**src/rtl/ripple_carry_add.sv**
```systemverilog
// 4-bit ripple-carry adder built from four chained full-adder cells.
// The sum bits and every intermediate carry are registered on a single clock.
module ripple_carry_add (
  input  logic clk,
  input  logic rst,
  input  logic A0,
  input  logic A1,
  input  logic A2,
  input  logic A3,
  input  logic B0,
  input  logic B1,
  input  logic B2,
  input  logic B3,
  input  logic Cin,
  output logic S0,
  output logic S1,
  output logic S2,
  output logic S3,
  output logic C1,
  output logic C2,
  output logic C3,
  output logic C4
);

  logic [3:0] a;
  logic [3:0] b;
  logic [3:0] sum;
  logic [4:0] carry;
  logic [3:0] sum_q;
  logic [4:1] carry_q;

  assign a = {A3, A2, A1, A0};
  assign b = {B3, B2, B1, B0};

  // Each cell consumes the carry produced by the cell below it, so the
  // loop order matters: bit i must be evaluated before bit i+1.
  always_comb begin
    // NOTE: every signal written here gets a default first, so no path can
    // leave it unassigned and infer a latch.
    sum      = '0;
    carry    = '0;
    carry[0] = Cin;
    for (int i = 0; i < 4; i++) begin
      sum[i]       = a[i] ^ b[i] ^ carry[i];
      carry[i + 1] = (a[i] & b[i]) | (carry[i] & (a[i] ^ b[i]));
    end
  end

  always_ff @(posedge clk) begin
    // NOTE: registers use non-blocking assignments so all flops update
    // together from values sampled at the same edge.
    if (rst) begin
      sum_q   <= '0;
      carry_q <= '0;
    end else begin
      sum_q   <= sum;
      carry_q <= carry[4:1];
    end
  end

  assign {S3, S2, S1, S0} = sum_q;
  assign {C4, C3, C2, C1} = carry_q;

endmodule

```
**config.mk**
```make
export PLATFORM = sky130hd
export DESIGN_NAME = ripple_carry_add
export DESIGN_NICKNAME = d
export VERILOG_FILES = /design/src/rtl/ripple_carry_add.sv
export SDC_FILE = /design/constraint.sdc
export NUM_CORES = 1
export LEC_CHECK = 0
export BUFFER_PORTS_ARGS = -buffer_cell sky130_fd_sc_hd__buf_2
export CAP_MARGIN = 20
export CELL_PAD_IN_SITES_DETAIL_PLACEMENT = 0
export CELL_PAD_IN_SITES_GLOBAL_PLACEMENT = 1
export CORE_AREA = 2 2 39 41
export DETAILED_ROUTE_END_ITERATION = 8
export DIE_AREA = 0 0 41 43
export HOLD_SLACK_MARGIN = 0.1
export PLACE_DENSITY_LB_ADDON = 0.12
export SLEW_MARGIN = 15
export SYNTH_ARGS = -nofsm -noshare
export SYNTH_HDL_FRONTEND = slang
export SYNTH_SLANG_ARGS = --single-unit
```
**constraint.sdc**
```tcl
create_clock -name clk -period 1.83 [get_ports clk]
set_input_delay 0.0915 -clock clk [delete_from_list [all_inputs] [get_ports clk]]
set_output_delay 0.0915 -clock clk [all_outputs]
set_load 0.005 [all_outputs]
```
==> flow_summary.yaml <==
setup_path:
  critPathLaunchType: "input port"
  cp.arrival_ps: 1860
  worstSetupPathType: "input port to register"
  required_ps: 1960
  end_kind: "register"
  crit_start: "A0"
  path_max_fanout: 2
worst_hold_path:
  hp-class: "input port to register"
  min_from: "rst"
outcome:
  status: "completed"
power_and_ir_drop:
  clockPowerShare_pct: 32.8
  p_comb_share_pct: 16.5
  power_w: 0.0003838
  p_int_w: 0.0003029
  leakage_nw: 0.2021
  pwr-share-seq_pct: 50.8
  switching_power_w: 0.00008093
  power.density_mw_per_mm2: 891.8
  ir_drop_mv: 0.2724
  switching_share_pct: 21.09
route:
  avgRoutedWirePerCell_um: 8.877
  dr.pass1.iters: 1
  wirelength_um: 506
  drt-vias-per-instance: 3.561
  drc: 0
  vias: 203
  drtAntennaViolNets: 0
  drt_iter0_markers: 0
cells_and_area:
  syn_to_final_growth_pct: 48.28
  final_common_cell: "buf_2"
  fin_area_um2: 430.4
  register_area_um2: 160.2
  diodes: 0
  final_cell_mix: "buf_2, nor2b_1, dfxtp_1"
  multi_input_area_um2: 137.6
  post_route_cells_drive_above_1_share_pct: 58.54
  fill_cells: 154
  nets: 58
  layout.cells.non_filler: 57
flow_run:
  drv_cap: 0
clock_network:
  cts_sinks: 8
  postCtsSetupBuffers: 0
  postCtsHoldBufs: 0
  clk_pin_slew_worst_paths_ps: 50
  clk_path_buf_depth: 2
  cts_max_level: 1
  cts_buffers: 3
  cts_resized: 0
  cts_tree: "done"
  root_buffer: "clkbuf_4"
global_route:
  grt_pass1_vias: 243
  grt_use_total_pct: 7.903
  grt_max_degree: 9
  grt_pass1_wl_um: 876
  grt_overflow_total: 0
  antenna_found_initial: 0
placement:
  portBuffers: 18
  dpl_cell_area_um2: 407.9
  dp_cells: 54
  gp_congestion: 0.6036
synth:
  syn_nets: 35
  syn_inst: 20
  synth_top_area_cell: "dfxtp_1"
  yosysWarnings: 0
  avgSynthCellArea_um2: 14.51
  synthTopCellsByArea: "dfxtp_1, fa_1, nor2b_1"
  synth_top_area_share_pct: 55.17
  yosysSeqAreaShare_pct: 55.17
  netlist_area_um2: 290.3
  ys_ff_latch: 8
  synth.distinct_cells: 3
sta:
  max_slew.worst_pin.slew_ps: 131.9
  slew_headroom_pct: 91.20
  finalCriticalPeriod_ps: 1731
  setup_viol_count_final: 0
  grt_setup_unrepaired: "false"
  timing.fmax_mhz: 577.6
  period_share_pct: 94.61
  maxSlewViolCount: 0
  hold_viol: 0
die:
  core.rowCount: 14
  die_area_mm2: 0.001763
  coreArea_mm2: 0.001384
  start_util_pct: 20.98
  pin_count: 19
  die_x_um: 41
  die_h_um: 43
## Yosys cell counts (all sizes together)
library cell,number
nor2b,8
fa,4
dfxtp,8
## state kept, by name (all words and copies together), names as in the netlist
| signal | count |
|---|---|
| carry_q | 4 |
| sum_q | 4 |
## through the flow
step	setup slack, ps	hold WS, ps	util, %	TNS (ps)
final	98.68	107.6	31.10	0
after global routing	37.39	119.4	31.10	0
after CTS	68.12	101.3	31.10	0
after detailed placement	-191.0	367.4	29.48	-302.9
after global placement	-177.7	369.2	29.48	-277.7
after floorplan	-10.89	163.1	-	-10.89
## routing by layer
metal  GRT usage, %  routed length (um)  vias up
li1               -                   -      102
met1          6.623                 186       90
met2          13.44                 259       11
met3          3.141                  60        0
met4          6.000                   0        0
met5              0                   0        -
## power groups by stage
stage	combinational [W]	clock [W]	sequential (W)
6_report	0.0000632	0.000126	0.000195
5_1_grt	0.0000765	0.000144	0.000196
4_1_cts	0.0000664	0.000136	0.000195
3_5_place_dp	0.0000662	0	0.000199
3_3_place_gp	0.0000646	0	0.000198
2_1_floorplan	0.0000243	0	0.000202
## cell type report
class / count / share of cell area (%)
clock buffers: 3 / 5.233
multi-input cells: 12 / 31.98
flip-flops and latches: 8 / 37.21
well taps: 16 / 4.651
repair buffers: 18 / 20.93
## kinds of logic (layout without fill, tap and decap cells)
logic type | count (synthesis) | after routing | share of synthesized area, %
fa+ha+maj | 4 | 4 | 27.59
buf+inv | 0 | 21 | 0
flops | 8 | 8 | 55.17
simple gates | 8 | 8 | 17.24
## final timing paths
kind                               endpoint  slack (ps)  cells after the start
worst max-delay path    sum_q[3]$_SDFF_PP0_         100                      6
worst min-delay path  carry_q[3]$_SDFF_PP0_         110                      2
## worst max-delay path, stage by stage
cell,delay [ps]
buf_2,110
fa_2,390
fa_2,360
fa_2,350
fa_1,420
nor2b_1,140
Note: power is estimated with default switching activity, not from simulation.
